**src/rtl/z16_decode_stage.sv**
```systemverilog
// z16_decode_stage: Z16 instruction decode with one output pipeline register and load-use scoreboard.
// Rev 1.0
`default_nettype none

module z16_decode_stage #(
  parameter int DATA_W = 16,
  parameter bit SB_EN  = 1'b1
) (
  input  logic              i_clk,
  input  logic              i_rst_n,
  input  logic [15:0]       i_instr,
  input  logic              i_instr_valid,
  output logic              o_instr_ready,
  input  logic              i_flush,
  output logic              o_valid,
  input  logic              i_ready,
  output logic [3:0]        o_opcode,
  output logic [3:0]        o_rd_addr,
  output logic [3:0]        o_rs1_addr,
  output logic [3:0]        o_rs2_addr,
  output logic [DATA_W-1:0] o_imm,
  output logic              o_rd_wen,
  output logic              o_mem_wen,
  output logic              o_is_load,
  output logic [3:0]        o_alu_ctrl,
  input  logic              i_wb_valid,
  input  logic [3:0]        i_wb_addr,
  output logic              o_hazard
);

  logic [3:0]        w_op, w_rd, w_rs1, w_rs2, w_alu;
  logic [DATA_W-1:0] w_imm;
  logic              w_rd_wen, w_mem_wen, w_is_load;
  logic              w_hazard, w_accept, w_issue;

  logic              valid_q, valid_d;
  logic [3:0]        op_q, rd_q, rs1_q, rs2_q, alu_q;
  logic [DATA_W-1:0] imm_q;
  logic              rd_wen_q, mem_wen_q, is_load_q;
  logic [15:0]       pend_q, pend_d;

  always_comb begin
    w_op      = i_instr[3:0];
    w_rd      = i_instr[7:4];
    w_rs1     = i_instr[11:8];
    w_rs2     = i_instr[15:12];
    w_imm     = '0;
    w_rd_wen  = 1'b1;
    w_mem_wen = 1'b0;
    w_is_load = 1'b0;
    w_alu     = (w_op <= 4'h8) ? w_op : 4'h0;
    case (w_op)
      4'h9: begin
        w_rs1 = i_instr[7:4];
        w_imm = {{(DATA_W-8){i_instr[15]}}, i_instr[15:8]};
      end
      4'hA: begin
        w_is_load = 1'b1;
        w_imm     = {{(DATA_W-4){i_instr[15]}}, i_instr[15:12]};
      end
      4'hB: begin
        w_rd_wen  = 1'b0;
        w_mem_wen = 1'b1;
        w_imm     = {{(DATA_W-4){i_instr[7]}}, i_instr[7:4]};
      end
      4'hC, 4'hD: w_imm = {{(DATA_W-4){i_instr[15]}}, i_instr[15:12]};
      4'hE, 4'hF: begin
        w_rd_wen = 1'b0;
        w_rs1    = {2'b00, i_instr[5:4]};
        w_rs2    = {2'b00, i_instr[7:6]};
        w_imm    = {{(DATA_W-8){i_instr[15]}}, i_instr[15:8]};
      end
      default: ;
    endcase
  end

  // Hazard uses the registered pending vector only; a writeback this cycle unblocks next cycle.
  assign w_hazard = SB_EN && i_instr_valid &&
                    (pend_q[w_rs1] || pend_q[w_rs2] || (w_rd_wen && pend_q[w_rd]));

  assign o_instr_ready = !i_flush && (!valid_q || i_ready) && !w_hazard;
  assign w_accept      = i_instr_valid && o_instr_ready;
  assign w_issue       = valid_q && i_ready;
  assign o_hazard      = w_hazard;

  always_comb begin
    valid_d = valid_q;
    if (w_accept)
      valid_d = 1'b1;
    else if (w_issue || i_flush)
      valid_d = 1'b0;
  end

  // Clears are applied first so that a load accepted this cycle keeps its pending bit.
  always_comb begin
    pend_d = pend_q;
    if (i_wb_valid)
      pend_d[i_wb_addr] = 1'b0;
    if (i_flush && valid_q && is_load_q)
      pend_d[rd_q] = 1'b0;
    if (w_accept && w_is_load)
      pend_d[w_rd] = 1'b1;
    if (!SB_EN)
      pend_d = '0;
  end

  always_ff @(posedge i_clk or negedge i_rst_n) begin
    if (!i_rst_n) begin
      valid_q   <= 1'b0;
      op_q      <= '0;
      rd_q      <= '0;
      rs1_q     <= '0;
      rs2_q     <= '0;
      alu_q     <= '0;
      imm_q     <= '0;
      rd_wen_q  <= 1'b0;
      mem_wen_q <= 1'b0;
      is_load_q <= 1'b0;
      pend_q    <= '0;
    end else begin
      valid_q <= valid_d;
      pend_q  <= pend_d;
      if (w_accept) begin
        op_q      <= w_op;
        rd_q      <= w_rd;
        rs1_q     <= w_rs1;
        rs2_q     <= w_rs2;
        alu_q     <= w_alu;
        imm_q     <= w_imm;
        rd_wen_q  <= w_rd_wen;
        mem_wen_q <= w_mem_wen;
        is_load_q <= w_is_load;
      end
    end
  end

  assign o_valid    = valid_q;
  assign o_opcode   = op_q;
  assign o_rd_addr  = rd_q;
  assign o_rs1_addr = rs1_q;
  assign o_rs2_addr = rs2_q;
  assign o_imm      = imm_q;
  assign o_rd_wen   = rd_wen_q;
  assign o_mem_wen  = mem_wen_q;
  assign o_is_load  = is_load_q;
  assign o_alu_ctrl = alu_q;

endmodule

`default_nettype wire

```
**config.mk**
```make
export PLATFORM = sky130hd
export DESIGN_NAME = z16_decode_stage
export DESIGN_NICKNAME = d
export VERILOG_FILES = /design/src/rtl/z16_decode_stage.sv
export SDC_FILE = /design/constraint.sdc
export NUM_CORES = 1
export LEC_CHECK = 0
export BUFFER_PORTS_ARGS = -buffer_cell sky130_fd_sc_hd__buf_2
export CAP_MARGIN = 20
export CORE_ASPECT_RATIO = 0.7
export CORE_MARGIN = 3
export CORE_UTILIZATION = 26
export CTS_BUF_LIST = sky130_fd_sc_hd__clkbuf_8
export DETAILED_ROUTE_END_ITERATION = 16
export HOLD_SLACK_MARGIN = 0.03
export PLACE_DENSITY = 0.42
export SYNTH_ARGS = -nofsm -noshare
export SYNTH_HDL_FRONTEND = slang
export SYNTH_SLANG_ARGS = --single-unit
export TNS_END_PERCENT = 1
```
**constraint.sdc**
```tcl
create_clock -name i_clk -period 3.3 [get_ports i_clk]
set_input_delay 0 -clock i_clk [delete_from_list [all_inputs] [get_ports i_clk]]
set_output_delay 0 -clock i_clk [all_outputs]
set_load 0.01 [all_outputs]
```
==> results list <==
* Status: finished clean
- Worst slew pin tran: between 0.9 and 1 ns
* Quantity of I/O buffers inserted on ports: 67
- Number of different library cells in the post-synthesis netlist: 56
- Startpoint of the tightest hold check path: i_instr[15]
- Reg-to-reg critical path startpoint: pend_q[11]
- Proportion of synthesized area in mux cells: 20.9%
* Setup repair after global routing missed its margin: false
* Hold Path Sink: o_rs2_addr[3]
- The top cell types in the final layout, fill and taps aside, are buf_2 (67), dfrtp_1 (48), mux2_1 (30), nand2_1 (27), o21ai_0 (22).
- The die covers around 0.014 sq mm.
- Synthesis produced 320 cells.
- Proportion of register bits with asynchronous set or reset after synthesis: between 90% and 100%
- Half-perimeter wire length of the detailed placement result: 7.48 mm
- VDD IR max: 171 uV
- Power spread over the standard cell area amounts to about 470 mW/mm^2.
- GR Util All Layers: 15.1%
* Xor-xnor portion of the synthesized cell area: 0%
* Tightest slew margin relative to the limit: 38.0%
- In this run the worst path has a maximum fanout of 16.
- Routed wire length: approximately 10 mm
- Max-cap violations in this run came to 0.
- Dividing the detail-routed wire length by the instance count gives about 18 um.
- The clock arrives with 0.0121 ns of skew.
* Avg Synthesized Cell Area: between 9 and 10 sq um
- Once the floorplan was initialized, standard cells occupied between 20% and 30% of the core.
- The most used flip-flop cell after synthesis is dfrtp_1.
* Slack of the worst reg-to-reg path: between 0.15 and 0.2 ns
- DR vias: 2751
* Dominant combinational cell family by area after synthesis: multiplexers
- The routed design could run at a clock period as short as around 3.1 ns.
- CTS built an H-tree with a depth of 2.
- Clock input transition at the sequential cells of the worst setup and hold paths: roughly 0.11 ns
* Seq/Total Area, Yosys: a little under two fifths
- Initial antenna violation count: 0
* Share of Yosys cell area claimed by the top area cell type: between 30% and 40%
- Lkg Pwr: between 1.5 and 2 nW
* Number of nets at the end of the flow: 408
- Signed area change from the synthesized netlist to the final layout: 19.3%
- Worst flop-to-flop path endpoint: o_valid
- The tightest min-delay check is of the in2reg type.
* Share of the synthesized area in compound gates (AO/OA/AOI/OAI): between 20% and 30%
* Site Rows: 33
* Dominant cells by area after synthesis: dfrtp_1 (38%), mux2_1 (11%), mux2i_1 (6.0%), a31o_1 (4.7%), o21ai_0 (3.5%)
* DR pass1 iterations: 4
- Type of destination of the critical path: register
* Count of pins on the block boundary: between 60 and 70
- Clock Root Buffer: clkbuf_8
- Post-CTS setup repair buffer count: 0
- The post-route netlist has a little over a quarter of its cells at a drive strength greater than 1.
- Maximum clock frequency: between 300 and 400 MHz
- Dpl ws: between 0.3 and 0.4 ns
* DRC errors left: 0
- TritonCTS built the clock tree.
* CTS Buffer Depth: 2
* Yosys synthesis warning count: 0
* Wire length of the first global-routing pass: 15.9 mm
* Leading cell type in the layout, fill and taps excluded: buf_2
* Clock latency at the later pin of the worst-skew pair: between 0.3 and 0.4 ns
* Synthesized-area fraction occupied by adder cells: 0%
- The congestion estimate from routability-driven global placement came to 0.890.
- After synthesis the cells add up to about 0.0032 sq mm.
- Clock Sink Count: 48
* Max Transition Viols Final: 0
- Cell count of the worst reg-to-reg path: 10
- Total nets after synthesis: between 300 and 400
- Vias in the first global route: 2704
* Required arrival time at the worst endpoint: around 3.6 ns
* Post-synth EDFFs: 0
* Die Height: between 90 and 100 um
- After layout, the worst setup slack is about 0.17 ns.
- The die is between 100 and 150 um wide.
- Hold path depth: 3
- CTS buffer count: 5
- Final hold violation count: 0
- Using the TritonRoute via totals, the vias-per-cell ratio works out to 5.09.
* Number of synthesized register bits: 48
- Adding up every negative setup slack in the final design gives 0 ns.
* Pin count of the biggest net entering global routing: 49
- Total power: between 0.0015 and 0.002 W
- Setup violations remaining at the end of the flow were counted as 0.
- The total area inside the core boundary comes to ~0.012 sq mm.
* Post-synthesis simple-gate area fraction: between 10 and 15%
* Antenna diode instance count: 0
* Critical Path Start Type: register
- Total overflow reported by the global router: 0
- Area leader, netlist: dfrtp_1
- Final Cycle Share: 94.9%
- Post-DRT Antenna Nets: 0
- Starting DRT DRC Count: ~290
- Setup CP Type: reg2reg
* Arrival time at the worst endpoint: between 3 and 4 ns
## report_power, final
group | switching (W) | total, W | internal, W
combinational | 0.000295 | 0.000525 | 0.000229
clock | 0.000243 | 0.000472 | 0.000229
sequential | 0.0000838 | 0.000778 | 0.000694
## routing by layer
| metal | share of wire, % | global-route usage (%) | routed length (um) |
|---|---|---|---|
| met2 | 39 | 19.4 | 3890 |
| met1 | 53 | 24.9 | 5300 |
| met3 | 7.5 | 4.22 | 748 |
| met4 | 0.50 | 2.66 | 50 |
| met5 | 0 | 0 | 0 |
## cells in the mapped netlist, types with 2 or more instances
library cell	n
a31o_1	17
dfrtp_1	48
clkbuf_1	9
nor2_1	13
buf_2	2
and3b_1	2
buf_1	2
nor4b_1	2
nor2b_1	8
o22a_1	2
nand3_1	2
o31ai_1	2
mux4_2	4
mux2i_1	19
and3_1	3
nand3b_1	3
a2bb2oi_1	2
or3_1	2
a22o_1	3
nand2_1	27
o22ai_1	4
o221ai_2	2
inv_1	12
buf_6	2
mux2_1	30
a31oi_1	6
a32oi_1	3
buf_4	11
mux2_2	4
o21ai_1	2
a21oi_1	15
nand2b_1	6
nor3_1	7
o21ai_0	22
## repair_timing
action | 4_1_cts | 5_1_grt
hold buffers | 3 | 0
gates resized for setup | 0 | 1
setup endpoints to repair | 0 | 1
hold endpoints to repair | 49 | 0
## worst max-delay path, stage by stage, from the launching register on
cell and delay (ns):
dfrtp_1 0.39, mux2_1 0.29, or3_1 0.30, mux2_2 0.26, o311ai_0 0.09, a31oi_1 0.06, or3_1 0.44, nor4_4 0.33
buf_6 0.24, a31o_1 0.12, dlygate4sd3_1 0.54
## area by class of cell
class                      instances  area [sq um]
fill                            1271          8030
multi-input combinational        232          1750
sequential                        48          1200
timing repair buffer              82           472
tap                              157           196
clock buffer                       5          68.8
inverter                          13          48.8
clock inverter                     3          46.3
## kinds of logic after synthesis
kind of cell | after synthesis
AO/OA/AOI/OAI | 91
multiplexers | 57
AND/OR/NAND/NOR | 84
buffers and inverters | 40
flip-flops | 48
## metrics by stage
stage	cell area, sq um	hold WS, ns	std cells	util, %
2_1_floorplan	3170	-0.296	320	-
3_3_place_gp	3630	0.175	529	30.8
3_5_place_dp	3630	0.160	529	30.8
4_1_cts	3780	0.0375	540	32.0
5_1_grt	3780	0.0552	540	32.0
6_report	3780	0.0519	540	32.0
## state kept, by name, indices dropped and copies added (netlist names)
signal / cells
o_valid: 1
o_rs1_addr: 4
o_rd_addr: 4
o_rd_wen: 1
o_opcode: 4
o_alu_ctrl: 4
pend_q: 16
o_imm: 8
o_mem_wen: 1
o_rs2_addr: 4
o_is_load: 1
## how the worst max path moves through the flow
stage / startpoint / end / slack, ns
6_report: pend_q[11] / o_valid / 0.17
5_1_grt: pend_q[11] / o_valid / 0.005
4_1_cts: pend_q[11] / o_valid / 0.10
3_5_place_dp: i_instr[2] / o_opcode[3] / 0.34
3_3_place_gp: i_instr[2] / o_opcode[3] / 0.32
2_1_floorplan: i_instr[0] / o_rd_addr[1] / 0.58
No activity file was read; power rests on OpenSTA's default activity.
